==> config.mk <==
export PLATFORM = sky130hd
export DESIGN_NAME = spi_tx_arbiter
export DESIGN_NICKNAME = d
export VERILOG_FILES = /design/src/rtl/spi_tx_arbiter.sv
export SDC_FILE = /design/constraint.sdc
export NUM_CORES = 1
export LEC_CHECK = 0
export ABC_CLOCK_PERIOD_IN_PS = 1900
export CAP_MARGIN = 20
export CORE_UTILIZATION = 40
export CTS_BUF_LIST = sky130_fd_sc_hd__clkbuf_4
export DETAILED_ROUTE_END_ITERATION = 12
export DONT_BUFFER_PORTS = 1
export HOLD_SLACK_MARGIN = 0.06
export MAX_ROUTING_LAYER = met4
export SYNTH_ARGS = -nofsm -noshare
export SYNTH_HDL_FRONTEND = slang
export SYNTH_SLANG_ARGS = --single-unit
==> constraint.sdc <==
create_clock -name clk -period 1.9 [get_ports clk]
set_input_delay 0.38 -clock clk [delete_from_list [all_inputs] [get_ports clk]]
set_output_delay 0.38 -clock clk [all_outputs]
set_load 0.005 [all_outputs]
==> src/rtl/spi_tx_arbiter.sv <==
// spi_tx_arbiter: grants one requester the SPI transmit byte path and serializes its
// masked 32-bit word LSB byte first through a load/done handshake.
module spi_tx_arbiter #(
    parameter int NREQ       = 4,
    parameter int RR         = 0,
    parameter int TX_TIMEOUT = 4096
) (
    input  logic                 clk,
    input  logic                 rst,
    input  logic [NREQ-1:0]      req,
    input  logic [32*NREQ-1:0]   req_data,
    input  logic [4*NREQ-1:0]    req_valid,
    output logic [NREQ-1:0]      req_ack,
    output logic [NREQ-1:0]      grant,
    output logic                 busy,
    output logic [7:0]           tx_data,
    output logic                 tx_load,
    input  logic                 tx_done,
    input  logic                 flush,
    output logic                 err
);
    localparam int IW = NREQ > 1 ? $clog2(NREQ) : 1;
    localparam int TW = TX_TIMEOUT > 0 ? $clog2(TX_TIMEOUT + 1) : 1;
    localparam logic [TW-1:0] TMAX = TW'(TX_TIMEOUT);
    localparam logic [NREQ-1:0] ONE = {{(NREQ-1){1'b0}}, 1'b1};

    typedef enum logic [1:0] {IDLE, LOAD, WAIT, DONE} state_t;

    state_t        state;
    logic [IW-1:0] ptr, win, own;
    logic          found;
    int            idx;
    logic [31:0]   word;
    logic [3:0]    mask;
    logic [1:0]    sel;
    logic [TW-1:0] timer;
    logic          timed_out;

    // Round-robin scans from the pointer with wraparound; fixed priority scans from 0.
    always_comb begin
        win = '0;
        found = 1'b0;
        idx = 0;
        for (int k = 0; k < NREQ; k++) begin
            idx = RR != 0 ? (int'(ptr) + k) % NREQ : k;
            if (!found && req[idx]) begin
                win = idx[IW-1:0];
                found = 1'b1;
            end
        end
    end

    always_comb begin
        sel = 2'd0;
        for (int b = 3; b >= 0; b--)
            if (mask[b]) sel = 2'(b);
    end

    always_ff @(posedge clk or negedge rst) begin
        if (!rst) begin
            state     <= IDLE;
            ptr       <= '0;
            own       <= '0;
            grant     <= '0;
            req_ack   <= '0;
            busy      <= 1'b0;
            tx_data   <= '0;
            tx_load   <= 1'b0;
            err       <= 1'b0;
            word      <= '0;
            mask      <= '0;
            timer     <= '0;
            timed_out <= 1'b0;
        end else begin
            tx_load <= 1'b0;
            req_ack <= '0;
            err     <= 1'b0;
            case (state)
                IDLE: begin
                    if (!flush && found) begin
                        state     <= LOAD;
                        own       <= win;
                        grant     <= ONE << win;
                        busy      <= 1'b1;
                        word      <= req_data[32*win +: 32];
                        mask      <= req_valid[4*win +: 4];
                        timed_out <= 1'b0;
                    end else begin
                        grant <= '0;
                        busy  <= 1'b0;
                    end
                end
                LOAD: begin
                    if (flush || mask == 4'd0) begin
                        state <= DONE;
                    end else begin
                        tx_data   <= word[8*sel +: 8];
                        tx_load   <= 1'b1;
                        mask[sel] <= 1'b0;
                        timer     <= TMAX;
                        state     <= WAIT;
                    end
                end
                WAIT: begin
                    if (flush) begin
                        state <= DONE;
                    end else if (tx_done) begin
                        state <= LOAD;
                    end else if (TX_TIMEOUT > 0 && timer == TW'(1)) begin
                        state     <= DONE;
                        timed_out <= 1'b1;
                    end else if (timer != '0) begin
                        timer <= timer - TW'(1);
                    end
                end
                DONE: begin
                    req_ack <= grant;
                    err     <= timed_out;
                    ptr     <= own == IW'(NREQ - 1) ? '0 : own + IW'(1);
                    state   <= IDLE;
                end
            endcase
        end
    end
endmodule
### Yosys cells after proc, flatten, opt, wreduce, memory -nomap -nowiden

Index checks and enable logic that the tools add are counted.

| operators by class | value |
|---|---|
| $mul | 0 |
| div/mod/pow operators | 0 |
| add/subtract/negate cells | 1 |
| reduce and logical (&&, ||, !) cells | 22 |
| bitwise logic cells | 3 |
| multiplexer cells | 39 |
| shift-type cells | 4 |
| eq/ne operators | 12 |
| magnitude comparators | 2 |

Operators with widths:

| kind | count |
|---|---|
| variable part select 128 x 8 -> 32 bit | 1 |
| 2-to-1 mux 13 bit | 5 |
| variable part select 32 x 6 -> 8 bit | 1 |
| case mux 13 bit (2 select lines) | 1 |
| 2-to-1 mux 2 bit | 10 |
| 2-to-1 mux 4 bit | 4 |
| variable part select 16 x 5 -> 4 bit | 1 |
| 2-to-1 mux 1 bit | 15 |
| inequality test 2 bit (second input constant) | 7 |
| equality test 13 x 1 -> 1 bit (second input constant) | 1 |
| nonzero test 13 bit | 1 |
| subtractor 13 x 1 -> 13 bit (second input constant) | 1 |
| case mux 2 bit (4 select lines) | 1 |
| case mux 4 bit (2 select lines) | 1 |
| AND reduction 2 bit | 3 |
| AND reduction 6 bit | 1 |
| nonzero test 2 bit | 3 |
| logical AND 1 bit | 5 |
| AND reduction 5 bit | 1 |
| bitwise AND 4 bit | 1 |
| equality test 2 bit (second input constant) | 2 |
| zero test 1 bit | 4 |
| zero test 4 bit | 1 |
| inequality test 4 bit (second input constant) | 1 |
| 11 further kinds | 11 |

| storage, ports and cells | value |
|---|---|
| latch bits | 0 |
| bits in registers | 71 |
| ROM bits | 0 |
| memories | 0 |
| word-level logic and storage cells | 94 |
| bits in writable memories | 0 |

### Logic depth before layout (Yosys ltp)

Gate-level depths: netlist of the first run.

| logic depth | value |
|---|---|
| depth in word-level cells | 13 |
| gate-level depth with buffers | 9 |

### Worst setup path before layout of the first run

No wires, ideal clock.

| timing | value |
|---|---|
| path type | input -> register |
| from | in flush |
| to | reg timer[9] |
| required time | 1.822 ns |
| data arrival time | 1.863 ns |
| library setup time | 0.078 ns |
| stages on the path | 7 |
| path slack | -0.041 ns |
| path buffers | 2 |
| path through | buf_6 or2_4 a221oi_4 nand2_2 buf_6 or4_1 a21oi_1 |

| between the ends | value |
|---|---|
| word-level cells in the longest chain between the ends | 3 |

RTL lines:

| item | line | text |
|---|---|---|
| from (decl) | 19 | `input logic flush,` |
| logical OR 1 bit | 94 | `if (flush \|\| mask == 4'd0) begin` |
| inequality test 2 bit (no source line) | n/a |  |
| AND reduction 6 bit (no source line) * | n/a |  |
| to (signal assigned) | 113 | `timer <= timer - TW'(1);` |
| to (decl) | 36 | `logic [TW-1:0] timer;` |

Every way passes the cells marked *; elsewhere a longest branch is shown, timed or not.
A chain may end at the register's enable or synchronous reset.

### Worst setup path after layout of the first run

| timing | value |
|---|---|
| from | reg timer[0] |
| to | reg timer[11] |

| between the ends | value |
|---|---|
| word-level cells in the longest chain between the ends | 6 |

RTL lines:

| item | line | text |
|---|---|---|
| subtractor 13 x 1 -> 13 bit | 113 |  |
| 2-to-1 mux 13 bit | 112 | `end else if (timer != '0) begin` |
| 2-to-1 mux 13 bit | 109 | `end else if (TX_TIMEOUT > 0 && timer == TW'(1)) begin` |
| 2-to-1 mux 13 bit | 107 | `end else if (tx_done) begin` |
| 2-to-1 mux 13 bit | 105 | `if (flush) begin` |
| case mux 13 bit (2 select lines) | 78 | `case (state)` |

Parallel ways exist; a longest one is shown, timed or not. The select of a mux whose other input is x is not followed.

==> flow_metrics.tcl, run 1 <==
set metrics [dict create \
    synth_nets 574 \
    p_total_mw 7.49 \
    holdWs_ns -0.364 \
    rows 36 \
    worst_slew_pin_slew_ns 0.569 \
    cts_buffer_depth 2 \
    fin_ws_ns -0.0412 \
    critical_path.slowest_cell "or4_1" \
    vias_per_cell 6.10 \
    worstPathCellList "ha_4, nor4bb_4, nand4_1, buf_4, nand2_4, or4_1, a21oi_1" \
    wl_um 11300 \
    synth_flop_cell "dfrtp_1" \
    nNetsFinal 604 \
    cts_tree "built" \
    grt_overflow 0 \
    timing.rr.start "timer[0]" \
    cp-start-kind "register" \
    end_kind "register" \
    syn_inst 419 \
    rsz0062_at_grt "true" \
    wl_per_cell_um 19.3 \
    reg2reg_slack_ns -0.04 \
    leakagePower_nw 2.08 \
    ir_drop_v 0.000524 \
    grt_util_all_layers_pct 21.5 \
    layout_min_cycle_time_ns 1.94 \
    globalplace.congestion 0.828 \
    setup_viol_count_final 4 \
    final_cell_mix "dfrtp_1 (69), nand2_1 (54), a222oi_1 (39), buf_4 (39), o21ai_0 (36)" \
    synth-edff-count 0 \
    area_delta_synth_final_pct 21.8 \
    route.vias.total 3582 \
    drive_gt1_share_pct 30.8 \
    num_antenna_cells 0 \
    antenna_found_initial 0 \
    drc 0 \
    finalCritPeriodShare_pct 102 \
    timing.fmax_mhz 515 \
    clock-sinks 71 \
    die_height_um 102 \
    cp-startpoint "timer[0]" \
    cts_root_buf "clkbuf_4" \
    syn_avg_cell_area_um2 9.63 \
    clkSlewWorstSetupHoldPaths_ns 0.13 \
    status "finished, violations left" \
    dr.pass1.iters 6 \
    clock_skew_ns 0.0189 \
    layout_commonest_cell "dfrtp_1" \
    post-route-cell-area_um2 4910 \
    grt_start_max_net_pins 72 \
    crit_type "reg2reg" \
    yosysUniqueCellTypes 49 \
    power.density_nw_per_um2 1520 \
    finalNonFillerCells 587 \
    max_cap_viol_count 0 \
    slew_violations 0 \
    coreArea_um2 9770 \
    grt_pass1_wl_um 16600 \
    ant_nets 0 \
    critPathMaxFanout 6 \
    start_util_pct 41.3 \
    dieWidth_um 102 \
    placed_cells_incl_taps 552 \
    cp.required_ns 2.26 \
    dpl.hpwl_um 7810 \
    grt_pass1_vias 3258 \
    synth.yosys.seq_area_share_pct 44.0 \
    ys_ff_latch 71 \
    syn-cell-area_um2 4030 \
    hp-class "in2async" \
    dp_worst_setup_slack_ns -0.0146 \
    ioPinCount 171 \
    cts_hold_buf 2 \
    slowest_delay_ns 0.48 \
    crit_arrival_ns 2.30 \
    cts_made_buffers 9 \
    placedInstanceArea_um2 4360 \
    htreeDepth 3 \
    final_hold_viol_count 71 \
    fin_util_pct 50.3 \
    violations "negative hold slack, negative setup slack" \
    slew_headroom_pct 62.0 \
    drt_iter0_drc 347 \
    die_area_um2 10500 \
    yosys_warnings 0 \
    portBuffers 0 \
    fill_cells 921 \
    clk_latency_ns 0.42 \
    async_flop_share_pct 100 \
]
==> area by class of cell <==
class	count	area, um2	area share, %
Clock buffer	9	67.6	1.37
Clock inverter	7	135	2.75
Inverter	5	18.8	0.382
Multi-Input combinational cell	309	2270	46.1
Sequential cell	71	1780	36.2
Tap cell	133	166	3.39
Timing Repair Buffer	53	482	9.80
==> path summary, 6_finish.rpt <==
check,to,cells after the start
max,timer[11],7
min,timer[4],0
max reg2reg,timer[11],7
min reg2reg,word[19],2
max in group asynchronous,mask[1],0
min in group clk,grant[2],2
==> Yosys cell counts, types with 3 or more instances <==
cell type  count  area [um2]
nand2b_1       4        25.0
mux2_2        31         349
nor2b_1        6        37.5
ha_1           3        37.5
nor2_1        20        75.1
dfrtp_1       71        1780
o21ai_0       37         185
or4_1          9        67.6
a21oi_1       14        70.1
a31oi_1        8        50.1
o31ai_1        9        67.6
buf_2          4        20.0
or2_2          3        18.8
nand2_1       54         203
nor3_1         3        15.0
o21ai_1       12        60.1
inv_1          5        18.8
a21o_1         3        22.5
clkbuf_1      26        97.6
nand3_1       12        60.1
and3_1         8        50.1
a221oi_1       4        35.0
a222oi_1      39         390
==> cell families (layout without fill, tap and decap cells) <==
group	Yosys count	after routing	synth area share [%]
mux	31	31	8.65
fa+ha+maj	3	3	0.931
simple gates	137	138	17.5
compound gates	137	137	24.6
buf+inv	40	74	4.31
flops	71	71	44.0
==> report_power, final <==
group / total (mW) / internal [mW] / leakage (nW) / switching, mW
sequential: 2.69 / 2.12 / 0.901 / 0.562
combinational: 3.46 / 1.72 / 1.08 / 1.75
clock: 1.34 / 0.790 / 0.101 / 0.553
==> critical path, delay by kind of cell (launching register included) <==
| kind | cells | cell delay (ns) |
|---|---|---|
| compound gates | 1 | 0.13 |
| fa+ha+maj | 1 | 0.19 |
| buf+inv | 1 | 0.19 |
| flops | 1 | 0.46 |
| simple gates | 4 | 0.92 |
==> metrics by stage <==
stage,TNS (ns),hold slack [ns]
final,-0.0872,-0.364
after global routing,-0.661,-0.401
after CTS,0,-0.383
after detailed placement,-0.0219,0.0871
after global placement,0,0.0864
after floorplan,0,0.0844
==> sequential cells by signal, summed over array words and instances, names as in the netlist <==
signal and cells:
busy 1, err 1, grant 4, mask 4
req_ack 4, state 2, timed_out 1, timer 13
tx_data 8, tx_load 1, word 32
==> what timing repair did <==
item | 4_1_cts | 5_1_grt
setup endpoints to repair | 4 | 39
setup buffers | 2 | 12
gates resized for setup | 5 | 43
cloned | 1 | 2
pin swaps | 2 | 19
endpoints found under the hold margin | 72 | 71
==> layer usage <==
metal	global-route usage, %	vias to the layer above	wire length (um)
met1	26.8	1743	4720
met4	7.69	0	184
met5	-	-	0
met3	3.69	15	540
li1	-	1688	-
met2	35.1	136	5910
No activity file was read; power rests on OpenSTA's default activity.
==> run 2: changes to the inputs <==
--- a/config.mk
+++ b/config.mk
@@ -7,6 +7,7 @@
 export LEC_CHECK = 0
 export ABC_CLOCK_PERIOD_IN_PS = 1900
 export CAP_MARGIN = 20
+export CORE_MARGIN = 8
 export CORE_UTILIZATION = 40
 export CTS_BUF_LIST = sky130_fd_sc_hd__clkbuf_4
 export DETAILED_ROUTE_END_ITERATION = 12
==> run 2 against run 1 <==
  * The run still ends with negative hold slack, negative setup slack left
  * Sequential share of layout area grew 0.81 points
  * Global-route usage shrank 2.4 points
  * Cell count grew 0.51%
  * Clock-buffer cell count is the same
  * Critical path type unchanged
  * Critical endpoint is now timer[3]
  * Largest cell class unchanged
  * Largest power group unchanged
==> flow_metrics.tcl, run 2 (synthesized netlist as in run 1, its figures left out) <==
set metrics [dict create \
    p_seq_share_pct 37.7 \
    clock_skew_ns 0.0166 \
    hp-class "in2async" \
    cts_hold_buf 3 \
    layout_min_cycle_time_ns 1.96 \
    intPower_mw 4.18 \
    grt_pass1_wl_um 19700 \
    p_clk_share_pct 14.5 \
    nNetsFinal 606 \
    final_hold_viol_count 71 \
    grt_pass1_vias 3785 \
    cp-start-kind "register" \
    vias_per_cell 6.14 \
    die_area_um2 13600 \
    holdWs_ns -0.364 \
    fin_ws_ns -0.0591 \
    ff2ff_path_depth 6 \
    largestRegisters "word: 32 flops, timer: 13 flops, tx_data: 8 flops" \
    dp_worst_setup_slack_ns -0.0515 \
    globalplace.congestion 0.834 \
    ant_nets 0 \
    coreArea_um2 9770 \
    final_cell_mix "dfrtp_1 (69), nand2_1 (54), buf_4 (44)" \
    cts_root_buf "clkbuf_4" \
    crit_type "reg2reg" \
    max_cap_viol_count 0 \
    cts_made_buffers 9 \
    leakagePower_nw 2.05 \
    finalCritPeriodShare_pct 103 \
    timing.fmax_mhz 510 \
    grt_util_all_layers_pct 19.1 \
    worst_slew_pin_slew_ns 0.597 \
    clock-sinks 71 \
    start_util_pct 41.3 \
    dr.pass1.iters 7 \
    clk_latency_ns 0.42 \
    area_delta_synth_final_pct 19.2 \
    cts_tree "built" \
    combPwrFrac_pct 47.9 \
    rsz0062_at_grt "true" \
    layout_commonest_cell "dfrtp_1" \
    rows 36 \
    htreeDepth 3 \
    drt_iter0_drc 335 \
    fill_cells 941 \
    dieWidth_um 116 \
    clkSlewWorstSetupHoldPaths_ns 0.13 \
    wl_um 12900 \
    status "finished, violations left" \
    portBuffers 0 \
    largest_reg_flops 32 \
    antenna_found_initial 1 \
    ioPinCount 171 \
    setup_viol_count_final 10 \
    slew_headroom_pct 60.1 \
    dpl.hpwl_um 9290 \
    drive_gt1_share_pct 29.6 \
    grt_overflow 0 \
    critPathMaxFanout 6 \
    route.vias.total 3623 \
    grt_start_max_net_pins 72 \
    cp.required_ns 2.24 \
    fin_util_pct 49.2 \
    ir_drop_v 0.000556 \
    violations "negative hold slack, negative setup slack" \
    wl_per_cell_um 21.9 \
    sw_frac_of_total_pct 40.8 \
    end_kind "register" \
    slew_violations 0 \
    cts_buffer_depth 2 \
    die_height_um 116 \
    crit_arrival_ns 2.30 \
    switchingPower_mw 2.88 \
    drc 0 \
    largest-register "word" \
    power.density_nw_per_um2 1470 \
]
[run 2: per-layer routing]
| metal | share of wire, % | vias to the layer above | GRT usage, % |
|---|---|---|---|
| met5 | 0 | - | - |
| met4 | 1.4 | 0 | 5.62 |
| met3 | 5.5 | 14 | 3.77 |
| met2 | 52 | 128 | 31.3 |
| met1 | 41 | 1780 | 23.4 |
| li1 | - | 1701 | - |
[run 2: timing repair]
action	CTS	global route
gates resized for setup	13	20
endpoints found under the hold margin	73	71
cloned	2	1
setup endpoints to repair	8	41
pin swaps	4	4
buffers inserted	8	4
[run 2: worst max-delay path: stages (launching register included)]
cell,delay (ns)
dfrtp_2,0.47
nor2b_4,0.16
a221oi_4,0.37
buf_4,0.19
nand2_4,0.07
or4_4,0.49
a21oi_2,0.14
[run 2: layout make-up]
cell class	instances	area, um2	area share, %
multi-input combinational	309	2210	46.0
sequential	71	1780	37.0
timing repair buffer	55	484	10.1
tap	133	166	3.46
clock inverter	7	77.6	1.61
clock buffer	9	67.6	1.41
inverter	5	18.8	0.390
antenna	1	2.50	0.0521
[run 2: per-stage QoR]
step,total power [mW],setup TNS [ns],instances,area [um2]
finish,7.07,-0.302,590,4810
global route,7.60,-1.42,590,4810
CTS,6.83,-0.00462,584,4690
detailed placement,5.50,-0.0909,555,4380
global placement,5.42,0,555,4380
floorplan,4.41,0,419,4030
[run 2: power by group through the flow]
stage | sequential, mW | clock, mW | combinational, mW
global route | 2.74 | 1.11 | 3.75
global placement | 2.67 | 0 | 2.75
floorplan | 2.48 | 0 | 1.93
detailed placement | 2.68 | 0 | 2.82
CTS | 2.66 | 1.05 | 3.13
finish | 2.66 | 1.02 | 3.38
[run 2: worst paths after layout]
kind / startpoint / endpoint / slack (ns)
max: state[0] / timer[3] / -0.06
min: rst / timer[2] / -0.36
max reg2reg: state[0] / timer[3] / -0.06
min reg2reg: word[13] / word[13] / 0.50
max in group asynchronous: rst / word[31] / 2.13
min in group clk: req[0] / grant[0] / 0.10
==> run 3: changes to the inputs <==
==> config.mk (replaced) <==
export PLATFORM = sky130hd
export DESIGN_NAME = spi_tx_arbiter
export DESIGN_NICKNAME = d
export VERILOG_FILES = /design/src/rtl/spi_tx_arbiter.sv
export SDC_FILE = /design/constraint.sdc
export NUM_CORES = 1
export LEC_CHECK = 0
export ABC_CLOCK_PERIOD_IN_PS = 1700
export CAP_MARGIN = 20
export CORE_UTILIZATION = 40
export CTS_BUF_LIST = sky130_fd_sc_hd__clkbuf_4
export DETAILED_ROUTE_END_ITERATION = 12
export DONT_BUFFER_PORTS = 1
export HOLD_SLACK_MARGIN = 0.06
export SYNTH_ARGS = -nofsm -noshare
export SYNTH_HDL_FRONTEND = slang
export SYNTH_SLANG_ARGS = --single-unit
==> constraint.sdc (replaced) <==
create_clock -name clk -period 1.7 [get_ports clk]
set_input_delay 0.34 -clock clk [delete_from_list [all_inputs] [get_ports clk]]
set_output_delay 0.34 -clock clk [all_outputs]
set_load 0.005 [all_outputs]
==> run 3 against run 2 <==
  * Wire length down 7.2%
  * Cell area increased by 7.7%
  * Critical endpoint is now timer[10]
  * Combinational power rose by 33%
  * First-iteration DRC count fell by 13%
  * Power up 22%
  * The flow still finishes with violations (negative hold slack, negative setup slack)
==> flow_metrics.tcl, run 3 (synthesized netlist as in run 1, its figures left out) <==
set metrics [dict create \
    dr.pass1.iters 8 \
    slew_violations 0 \
    ir_drop_v 0.000587 \
    largest_reg_flops 32 \
    slew_headroom_pct 65.0 \
    timing.rr.start "state[1]" \
    antenna_found_initial 0 \
    cts_made_buffers 9 \
    worstReg2RegEnd "timer[10]" \
    crit_type "reg2reg" \
    fill_cells 870 \
    route.vias.total 3704 \
    cp.required_ns 2.05 \
    end_kind "register" \
    dpl.hpwl_um 8150 \
    rows 36 \
    largestRegisters "word: 32 flops, timer: 13 flops, tx_data: 8 flops" \
    die_height_um 102 \
    placedInstanceArea_um2 4510 \
    max_cap_viol_count 0 \
    finalNonFillerCells 611 \
    coreArea_um2 9770 \
    final_cell_mix "dfrtp_1 (69), nand2_1 (52), buf_4 (50)" \
    leakagePower_nw 2.21 \
    finalCritPeriodShare_pct 108 \
    power.density_nw_per_um2 1660 \
    layout_min_cycle_time_ns 1.84 \
    wl_per_cell_um 19.6 \
    final_hold_viol_count 71 \
    portBuffers 0 \
    fin_util_pct 53.0 \
    start_util_pct 41.3 \
    intPower_mw 5.19 \
    clock-sinks 71 \
    drt_iter0_drc 292 \
    layout_commonest_cell "dfrtp_1" \
    area_delta_synth_final_pct 28.3 \
    grt_overflow 0 \
    cts_buffer_depth 2 \
    violations "negative hold slack, negative setup slack" \
    hp-class "in2async" \
    fin_ws_ns -0.139 \
    grt_start_max_net_pins 72 \
    dieWidth_um 102 \
    clkSlewWorstSetupHoldPaths_ns 0.12 \
    timing.fmax_mhz 544 \
    combPwrFrac_pct 52.3 \
    p_seq_share_pct 34.8 \
    clock_skew_ns 0.00986 \
    grt_util_all_layers_pct 21.9 \
    ff2ff_path_depth 7 \
    drc 0 \
    largest-register "word" \
    clk_latency_ns 0.41 \
    p_clk_share_pct 12.9 \
    drive_gt1_share_pct 34.3 \
    cts_hold_buf 3 \
    setup_viol_count_final 13 \
    seq_area_um2 1780 \
    sw_frac_of_total_pct 39.7 \
    ioPinCount 171 \
    die_area_um2 10500 \
    worst_slew_pin_slew_ns 0.526 \
    globalplace.congestion 0.840 \
    cts_tree "built" \
    grt_pass1_vias 3452 \
    vias_per_cell 6.06 \
    holdWs_ns -0.400 \
    status "finished, violations left" \
    placed_cells_incl_taps 565 \
    reg2reg_slack_ns -0.14 \
    rsz0062_at_grt "true" \
    wl_um 12000 \
    num_antenna_cells 0 \
    critPathMaxFanout 6 \
    ant_nets 0 \
    cts_root_buf "clkbuf_4" \
    nNetsFinal 628 \
    crit_arrival_ns 2.19 \
    multi_input_area_um2 2290 \
    post-route-cell-area_um2 5180 \
    switchingPower_mw 3.42 \
    grt_pass1_wl_um 17200 \
    htreeDepth 3 \
    cp-start-kind "register" \
]
==> run 3: cell types whose count changed in the layout (fill, tap and decap cells not counted), moves of 4 or more <==
cell | previous run | this run
buf_6 | 3 | 13
o21ai_0 | 36 | 28
o21ai_1 | 13 | 20
buf_4 | 44 | 50
a21oi_1 | 5 | 10
a21oi_2 | 9 | 4
or4_1 | 3 | 7
or4_4 | 6 | 2
==> run 3: how the worst max path moves through the flow <==
stage | start | end | slack, ns
after global routing | timer[10] | timer[3] | -0.26
after floorplan | flush | timer[7] | -0.09
final | state[1] | timer[10] | -0.14
after detailed placement | req[2] | word[15] | -0.19
after global placement | req[2] | word[15] | -0.14
after CTS | state[0] | timer[6] | -0.12
==> run 3: metrics by stage <==
stage / worst slack (ns) / total power, mW / TNS [ns]
final: -0.139 / 8.60 / -1.34
after global placement: -0.137 / 6.25 / -1.93
after floorplan: -0.0948 / 5.04 / -0.721
after global routing: -0.257 / 9.20 / -2.68
after CTS: -0.118 / 8.17 / -1.81
after detailed placement: -0.186 / 6.36 / -3.47
==> run 3: worst max-delay path, cell delays in order, from the launching register on <==
cell      delay, ns
dfrtp_2        0.47
buf_4          0.17
nor4bb_4       0.16
nand4_1        0.11
buf_6          0.15
nand3_4        0.09
or4_4          0.48
a21oi_2        0.14
==> run 3: cell type report <==
class	instances	area share, %
clock buffer	10	1.45
inverter	5	0.363
clock inverter	6	1.35
multi-input combinational	310	44.2
timing repair buffer	76	15.0
tap	133	3.21
sequential	71	34.4
==> run 3: what timing repair did <==
action                                 in CTS  in global routing
setup endpoints to repair                  24                 57
gates cloned                                3                  4
gates resized for setup                    37                 29
endpoints found under the hold margin      74                 71
pin swaps                                  16                 14
setup buffers                              19                  2
==> run 3: layer usage <==
layer | routed length [um] | global-route usage [%] | vias to the layer above
met5 | 0 | 0 | -
met4 | 210 | 7.36 | 0
met3 | 707 | 4.65 | 19
met2 | 6280 | 38.5 | 136
met1 | 4780 | 26.4 | 1811
li1 | - | - | 1738
==> run 3: power groups by stage <==
stage                     clock (mW)  combinational (mW)  sequential (mW)
final                           1.11                4.50             2.99
after global routing            1.21                4.91             3.08
after CTS                       1.15                4.05             2.97
after detailed placement           0                3.35             3.00
after global placement             0                3.28             2.97
after floorplan                    0                2.23             2.81
